## src/rtl/cam_pixel_stream.sv

```systemverilog
// Camera byte bus to 32-bit pixel stream: byte pairing, format expansion, sof/eol tagging,
// per-frame geometry counters and a small first-word-fall-through pixel FIFO.
module cam_pixel_stream #(
  parameter int FIFO_DEPTH = 8,
  parameter int CNT_W      = 11
) (
  input  logic             pclk,
  input  logic             rst,
  input  logic             vsync,
  input  logic             href,
  input  logic [7:0]       d,
  input  logic [1:0]       mode,
  output logic [31:0]      out_data,
  output logic             out_sof,
  output logic             out_eol,
  output logic             out_valid,
  input  logic             out_ready,
  output logic [CNT_W-1:0] line_width,
  output logic [CNT_W-1:0] frame_lines,
  output logic             overflow,
  output logic             odd_byte
);

  localparam int AW = $clog2(FIFO_DEPTH);
  localparam int CW = AW + 1;

  typedef enum logic [1:0] {FMT_RGB444, FMT_RGB555, FMT_RGB565, FMT_Y8} fmt_e;

  typedef struct packed {
    logic        sof;
    logic        eol;
    logic [31:0] data;
  } entry_t;

  function automatic logic [23:0] map_pixel(input fmt_e fmt, input logic [15:0] p);
    map_pixel = '0;
    case (fmt)
      FMT_RGB444: map_pixel = {p[11:8], 4'h0, p[7:4], 4'h0, p[3:0], 4'h0};
      FMT_RGB555: map_pixel = {p[14:10], 3'b0, p[9:5], 3'b0, p[4:0], 3'b0};
      FMT_RGB565: map_pixel = {p[15:11], 3'b0, p[10:5], 2'b0, p[4:0], 3'b0};
      default:    map_pixel = {p[15:8], p[15:8], p[15:8]};
    endcase
  endfunction

  function automatic logic [CNT_W-1:0] sat_inc(input logic [CNT_W-1:0] v);
    sat_inc = (&v) ? v : v + CNT_W'(1);
  endfunction

  logic             vsync_q, vsync_qq, href_q, href_qq;
  logic [7:0]       d_q, a_r;
  fmt_e             mode_r;
  logic             phase, sof_pend;
  logic             stg_v, stg_sof;
  logic [23:0]      stg_data;
  logic [CNT_W-1:0] x_cnt, y_cnt, y_next;

  logic             vs_rise, vs_fall, h_fall, pix_done, flush, push;
  entry_t           push_entry;

  assign vs_rise    = vsync_q & ~vsync_qq;
  assign vs_fall    = ~vsync_q & vsync_qq;
  assign h_fall     = ~href_q & href_qq;
  assign pix_done   = href_q & phase;
  assign flush      = stg_v & (vs_rise | h_fall);
  assign push       = flush | (pix_done & stg_v);
  assign push_entry = '{sof: stg_sof, eol: flush, data: {8'h00, stg_data}};
  assign y_next     = (push && flush) ? sat_inc(y_cnt) : y_cnt;

  // NOTE: sequential state uses non-blocking assignments so every register samples pre-edge values.
  always_ff @(posedge pclk) begin
    if (rst) begin
      vsync_q     <= 1'b0;
      vsync_qq    <= 1'b0;
      href_q      <= 1'b0;
      href_qq     <= 1'b0;
      d_q         <= '0;
      a_r         <= '0;
      mode_r      <= FMT_RGB444;
      phase       <= 1'b0;
      sof_pend    <= 1'b0;
      stg_v       <= 1'b0;
      stg_sof     <= 1'b0;
      stg_data    <= '0;
      x_cnt       <= '0;
      y_cnt       <= '0;
      line_width  <= '0;
      frame_lines <= '0;
      odd_byte    <= 1'b0;
    end else begin
      vsync_q  <= vsync;
      vsync_qq <= vsync_q;
      href_q   <= href;
      href_qq  <= href_q;
      d_q      <= d;

      if (vsync_q) mode_r <= fmt_e'(mode);

      if (!href_q) begin
        phase <= 1'b0;
      end else begin
        phase <= ~phase;
        if (!phase) a_r <= d_q;
      end
      if (h_fall && phase) odd_byte <= 1'b1;

      // sof is armed by the frame start and consumed by the first assembled pixel.
      if (vs_fall)       sof_pend <= 1'b1;
      else if (pix_done) sof_pend <= 1'b0;

      if (pix_done) begin
        stg_v    <= 1'b1;
        stg_sof  <= sof_pend;
        stg_data <= map_pixel(mode_r, {a_r, d_q});
      end else if (flush) begin
        stg_v <= 1'b0;
      end

      if (push) begin
        if (flush) begin
          line_width <= sat_inc(x_cnt);
          x_cnt      <= '0;
        end else begin
          x_cnt <= sat_inc(x_cnt);
        end
      end

      if (vs_rise) begin
        frame_lines <= y_next;
        y_cnt       <= '0;
      end else begin
        y_cnt <= y_next;
      end
    end
  end

  // Pixel FIFO: storage array plus a registered head that always mirrors the oldest entry.
  entry_t        mem [FIFO_DEPTH];
  entry_t        head;
  logic [AW-1:0] wr_ptr, rd_ptr;
  logic [CW-1:0] count, count_next;
  logic          pop, full, wr_en;

  assign pop        = out_valid & out_ready;
  assign full       = (count == CW'(FIFO_DEPTH));
  assign wr_en      = push & (~full | pop);
  assign count_next = count + CW'(wr_en) - CW'(pop);

  // NOTE: the storage array has no reset; only pointers, count and head define what is visible.
  always_ff @(posedge pclk) begin
    if (wr_en) mem[wr_ptr] <= push_entry;
  end

  always_ff @(posedge pclk) begin
    if (rst) begin
      wr_ptr    <= '0;
      rd_ptr    <= '0;
      count     <= '0;
      head      <= '0;
      out_valid <= 1'b0;
      overflow  <= 1'b0;
    end else begin
      if (wr_en) wr_ptr <= wr_ptr + AW'(1);
      if (pop)   rd_ptr <= rd_ptr + AW'(1);
      count     <= count_next;
      out_valid <= (count_next != '0);
      if (push && full && !pop) overflow <= 1'b1;

      // With one entry left, a same-cycle push becomes the new head directly.
      if (pop) begin
        if (count == CW'(1)) begin
          if (wr_en) head <= push_entry;
        end else begin
          head <= mem[rd_ptr + AW'(1)];
        end
      end else if (count == '0 && wr_en) begin
        head <= push_entry;
      end
    end
  end

  assign out_data = head.data;
  assign out_sof  = head.sof;
  assign out_eol  = head.eol;

endmodule
```

## config.mk

```make
export PLATFORM = sky130hd
export DESIGN_NAME = cam_pixel_stream
export DESIGN_NICKNAME = d
export VERILOG_FILES = /design/src/rtl/cam_pixel_stream.sv
export SDC_FILE = /design/constraint.sdc
export NUM_CORES = 1
export LEC_CHECK = 0
export ABC_CLOCK_PERIOD_IN_PS = 3500
export CORE_ASPECT_RATIO = 0.9
export CORE_MARGIN = 2
export CORE_UTILIZATION = 53
export CTS_BUF_LIST = sky130_fd_sc_hd__clkbuf_16
export DETAILED_ROUTE_END_ITERATION = 16
export PLACE_DENSITY = 0.75
export SYNTH_ARGS = -nofsm -noshare
export SYNTH_HDL_FRONTEND = slang
export SYNTH_SLANG_ARGS = --single-unit
```

## constraint.sdc

```tcl
create_clock -name pclk -period 3.5 [get_ports pclk]
set_input_delay 0.875 -clock pclk [delete_from_list [all_inputs] [get_ports pclk]]
set_output_delay 0.875 -clock pclk [all_outputs]
set_load 0.01 [all_outputs]
```

======== Word-level counts from Yosys, hierarchy flattened ========
Memory sizes are Yosys's and may differ from the RTL's.
Index checks and enable logic that the tools add are counted.
storage, ports and cells
  bits in registers ....................... 141
  latch bits .............................. 0
  RAM bits ................................ 208
  ROM bits ................................ 0
  memories kept ........................... 1
memory list
  name  depth  width  rd ports  clocked after memory_dff  write ports  RTL line  RTL
  mem   8      26     1         0                         1            137       entry_t mem [FIFO_DEPTH];
cells by class
  add/sub/neg operators ................... 6
  multipliers ............................. 0
  div/mod/pow operators ................... 0
  $lt $le $gt $ge ......................... 0
  eq/ne operators ......................... 5
  shift operators ......................... 0
  muxes and demuxes ....................... 15
  bitwise operators ....................... 16
  reduce and logical (&&, ||, !) cells .... 19
operators by type and width
  cell                                                              number
  34-bit 2-to-1 mux                                                 4
  24-bit case mux with 3 select lines                               1
  11-bit 2-to-1 mux                                                 4
  11-bit by 1-bit adder with 11-bit output (second input constant)  2
  11-bit AND reduction                                              2
  1-bit bitwise AND                                                 8
  3-bit by 1-bit adder with 3-bit output (second input constant)    2
  1-bit 2-to-1 mux                                                  6
  2-bit AND reduction                                               3
  2-bit nonzero test                                                3
  1-bit logical AND                                                 5
  1-bit inverter                                                    5
  4-bit by 1-bit adder with 4-bit output                            1
  4-bit by 1-bit == test with 1-bit output (second input constant)  1
  4-bit == test (second input constant)                             1
  4-bit logical NOT                                                 1
  4-bit nonzero test                                                1
  2-bit OR reduction                                                2
  4-bit by 1-bit subtractor with 4-bit output                       1
  3-bit inequality test (second input constant)                     1
  1-bit bitwise OR                                                  3
  2-bit by 1-bit == test with 1-bit output (second input constant)  1
  2-bit == test (second input constant)                             1
  2-bit logical NOT                                                 1
  1-bit logical NOT                                                 1

======== Logic depth before layout (Yosys ltp) ========
  depth in word-level cells ............... 9
  gate-level depth with buffers ........... 11
  depth with buffers taken out ............ 11

======== Worst setup path before layout ========
Ideal clock, no wire load.
  path kind ............................... input to register
  start point ............................. in out_ready
  end point ............................... mem mem[0][10] (netlist name) (enable)
  library setup time ...................... 0.425 ns
  arrival time ............................ 3.044 ns
  data required time ...................... 3.075 ns
  path slack .............................. 0.030 ns
  stages .................................. 5
  path buffers ............................ 0
  cells stage by stage .................... nand2_1 > nand3_1 > nand2_1 > or2_2 > nor3_1
on the way
  longest elaborated chain between the ends .. 5
RTL lines
  what                                    RTL line  RTL
  from (decl)                             17        input logic out_ready,
  1-bit bitwise AND                       143       assign pop = out_valid & out_ready;
  1-bit bitwise OR                        145       assign wr_en = push & (~full | pop);
  1-bit bitwise AND                       145
  1-bit 2-to-1 mux                        150       if (wr_en) mem[wr_ptr] <= push_entry;
  1-bit 2-to-1 mux (not written as such)  150
  to (decl)                               137
Every way passes these cells.

======== Worst setup path in the final report ========
  start point ............................. in out_ready
  end point ............................... reg out_valid
on the way
  longest elaborated chain between the ends .. 6
RTL lines
  what                                             RTL line  RTL
  1-bit bitwise AND (*)                            143
  1-bit bitwise OR                                 145
  1-bit bitwise AND                                145
  4-bit by 1-bit adder with 4-bit output           146       assign count_next = count + CW'(wr_en) - CW'(pop);
  4-bit by 1-bit subtractor with 4-bit output (*)  146
  named net count_next[1]                          140       logic [CW-1:0] count, count_next;
  4-bit nonzero test (*)                           165       out_valid <= (count_next != '0);
  to (signal assigned)                             165
  to (decl)                                        16        output logic out_valid,
Mark *: on every way through the listed nets, which the timed path passes. The rest lies on a longest branch.
A chain may end at the register's enable or synchronous reset.

==> metrics.md <==
| Metric | Value |
|---|---|
| Outcome | `finished clean` |
| Total GRT Usage | `0.2088` |
| Cell taking the most area after synthesis | `edfxtp_1` |
| Die height | `146.7 um` |
| Lkg Pwr | `4.663 nW` |
| Worst clock skew | `0.01241 ns` |
| Filler cells | `1730` |
| Fin Setup TNS | `0 ns` |
| Yosys cell types | `64` |
| Final min period | `2.779 ns` |
| Antenna Cells | `0` |
| Maximum vdd drop | `0.3602 mV` |
| Detailed Place HPWL | `15110 um` |
| Mapped Cells | `970` |
| Reg2Reg Launch Point | `href_q` |
| Worst slew margin | `0.3626` |
| Nature of the critical path startpoint | `input pin` |
| Unrepaired setup endpoints after global routing | `false` |
| Top cells by area, synth | `edfxtp_1 42%, dfxtp_1 21%, mux2i_1 8.0%, a22oi_1 2.9%, a21oi_1 2.7%` |
| R2r setup slk | `0.77 ns` |
| Sequential cell area | `7507 um^2` |
| Most used DFF post-synth | `edfxtp_1` |
| DIE WIDTH | `162.5 um` |
| Number of flops mapped to enable cells by yosys | `168` |
| CP max-delay cell | `or4_1` |
| Cts repair resizes | `0` |
| Clock transition at path regs | `0.06 ns` |
| Metal1 wirelength | `10740 um` |
| Vias in the first global route | `7529` |
| Asr flop ratio synth | `0` |
| Max-cap violations | `0` |
| Worst Slack Setup Final | `0.7210 ns` |
| Setup CP Type | `input pin to flop` |
| Tcrit/Tclk final | `0.7940` |
| Hold WS | `0.4567 ns` |
| IO Pins | `74` |
| Final Hold Fails | `0` |
| Worst path max stage delay | `0.51 ns` |
| Cell Rows | `52` |
| Sequential fraction of the synthesis area | `0.6262` |
| Postcts setup bufs | `0` |
| Data required, critical path | `3.91 ns` |
| Skew-Pair Late Insertion Delay | `0.54 ns` |
| Hold-fix buffers, CTS | `0` |
| Final Setup Violations | `0` |
| Pin count of the biggest net entering global routing | `62` |
| Hold Path End | `line_width[9]` |
| Die area | `23840 um^2` |
| Setup crit end kind | `flop` |
| Start point of the worst hold path | `line_width[9]` |
| H-tree depth | `1` |
| Drt pass-1 iters | `5` |
| DRT antenna net count | `0` |
| Synth Cell Area | `11990 um^2` |
| DRC errors left | `0` |
| Ys Warns | `0` |
| Wire length on met3 | `1673 um` |
| Yosys reg bits | `291` |
| Met2 wire len | `11640 um` |
| DR top layer | `met4` |
| Max Buffers Root-to-Sink | `3` |
| Vias per inst | `5.775` |
| Worst hold stages | `2` |
| Nets | `1058` |
| Area Overhead vs Synth | `15.76%` |
| Placed insts | `1299` |
| Root buffer cell | `clkbuf_16` |
| Reg2reg end | `out_valid` |
| Core Box Area | `22320 um^2` |
| Post-synthesis average cell area | `12.36 um^2` |
| DR WL/cell | `18.09 um` |
| Pwr dens | `606.9 nW/um^2` |
| Port-buffer cells | `65` |
| Most frequent cell on the critical path | `nand2_1` |
| Crit-path cells | `clkdlybuf4s50_1 -> nand2_1 -> nand3_1 -> nand2_1 -> o21ai_0 -> ha_1 -> fa_1 -> nor2b_1 -> or4_1` |
| Most frequent cells in the layout | `168 x edfxtp_1, 123 x dfxtp_1, 96 x mux2i_1` |
| Routed WL | `24480 um` |
| FF-to-FF path depth | `8` |
| HP Class | `flop to flop` |
| Crit-path max FO | `5` |
| Non-filler cells, final | `1353` |
| Area share of the largest cell type after synthesis | `0.4208` |
| Multi-input gate area in the final layout | `4084 um^2` |
| Max-slew violation count | `0` |
| Fmax | `359.8 MHz` |
| CTS tree | `built` |
| Iter 0 DRT Violations | `642` |
| Commonest non-fill, non-tap cell in the layout | `edfxtp_1` |
| Post-place setup slack | `0.1565 ns` |
| CTS Buf Count | `29` |
| Slew @ Worst Pin | `0.9488 ns` |
| CP arrival | `3.19 ns` |
| Initial Utilization | `0.5372` |
| Layout cells sized above 1 | `0.1089` |
| Via count | `7814` |
| Gpl congestion | `0.8606` |
| Total congestion overflow | `0` |
| Sink Count | `291` |
| First-pass GRT wire length | `39520 um` |
| Initial antenna violation count | `0` |
-- stage by stage --
| stage | power (W) | cell area, um^2 | util |
|---|---|---|---|
| global route | 0.008781 | 13880 | 0.6218 |
| detailed placement | 0.005562 | 12970 | 0.5810 |
| global placement | 0.005528 | 12970 | 0.5810 |
| floorplan | 0.005091 | 12010 | - |
| finish | 0.008422 | 13880 | 0.6218 |
| CTS | 0.008480 | 13880 | 0.6218 |
-- how the worst max path moves through the flow --
| stage | from | endpoint | slack [ns] | cells after the start |
|---|---|---|---|---|
| floorplan | out_ready | mem[0][10] | 0.03 | 5 |
| global placement | out_ready | out_valid | 0.21 | 9 |
| detailed placement | out_ready | out_valid | 0.16 | 10 |
| CTS | out_ready | out_valid | 0.73 | 10 |
| global route | out_ready | out_valid | 0.57 | 10 |
| finish | out_ready | out_valid | 0.72 | 9 |
-- flip-flops by register name, summed over array words and instances, names as in the netlist, 11 cells and up --
register,flops
stg_data,19
x_cnt,11
line_width,11
out_data,19
y_cnt,11
mem,168
frame_lines,11
-- logic make-up after synthesis --
logic type                 Yosys count  share of synthesized area
DFF                                291                     0.6262
and+or+nand+nor                    258                     0.1009
AOI/OAI and AO/OA                  195                     0.1216
muxes                              103                    0.09237
buffers and inverters              100                    0.03872
xor gates and xnor gates            12                   0.008767
adders and majority gates           10                    0.01106
other                                1                  0.0003128
-- power by group --
part | internal, W | switching (W)
clock | 0.00171 | 0.00122
combinational | 0.000775 | 0.000905
sequential | 0.00370 | 0.000102
total | 0.00619 | 0.00223
-- Yosys cell counts (all sizes together) (2+ instances only) --
cell	instances
edfxtp	168
dfxtp	123
mux2i	96
nand2	83
nor2	66
a21oi	64
a22oi	47
clkbuf	35
nand3	35
buf	33
inv	32
o21ai	27
a221oi	21
nor2b	19
nor3	16
nand2b	11
ha	9
o211ai	8
xnor2	7
mux4	6
a211oi	5
and2	5
nand4	5
xor2	5
a311oi	4
a31oi	4
and3	3
a2111oi	2
a21o	2
a2bb2oi	2
a41oi	2
nor3b	2
nor4	2
or2	2
or3	2
-- layout make-up --
cell class | instances | area share
inverter | 32 | 0.008656
multi-input combinational | 586 | 0.2943
clock inverter | 25 | 0.01334
sequential | 291 | 0.5410
timing repair buffer | 93 | 0.06366
clock buffer | 29 | 0.05229
tap | 297 | 0.02678
-- routing by layer --
| layer | up-vias | GRT usage |
|---|---|---|
| li1 | 3690 | - |
| met1 | 3831 | 0.2921 |
| met2 | 261 | 0.3470 |
| met3 | 32 | 0.03267 |
| met4 | 0 | 0.04558 |
| met5 | - | 0 |
-- critical path, delay by kind of cell --
kind,cells,cell delay [ns]
buffers and inverters,1,0.46
AND/OR/NAND/NOR,5,1.05
AO/OA/AOI/OAI,1,0.19
adder cells (fa/ha/maj),2,0.62
(Power assumes the default switching activity.)
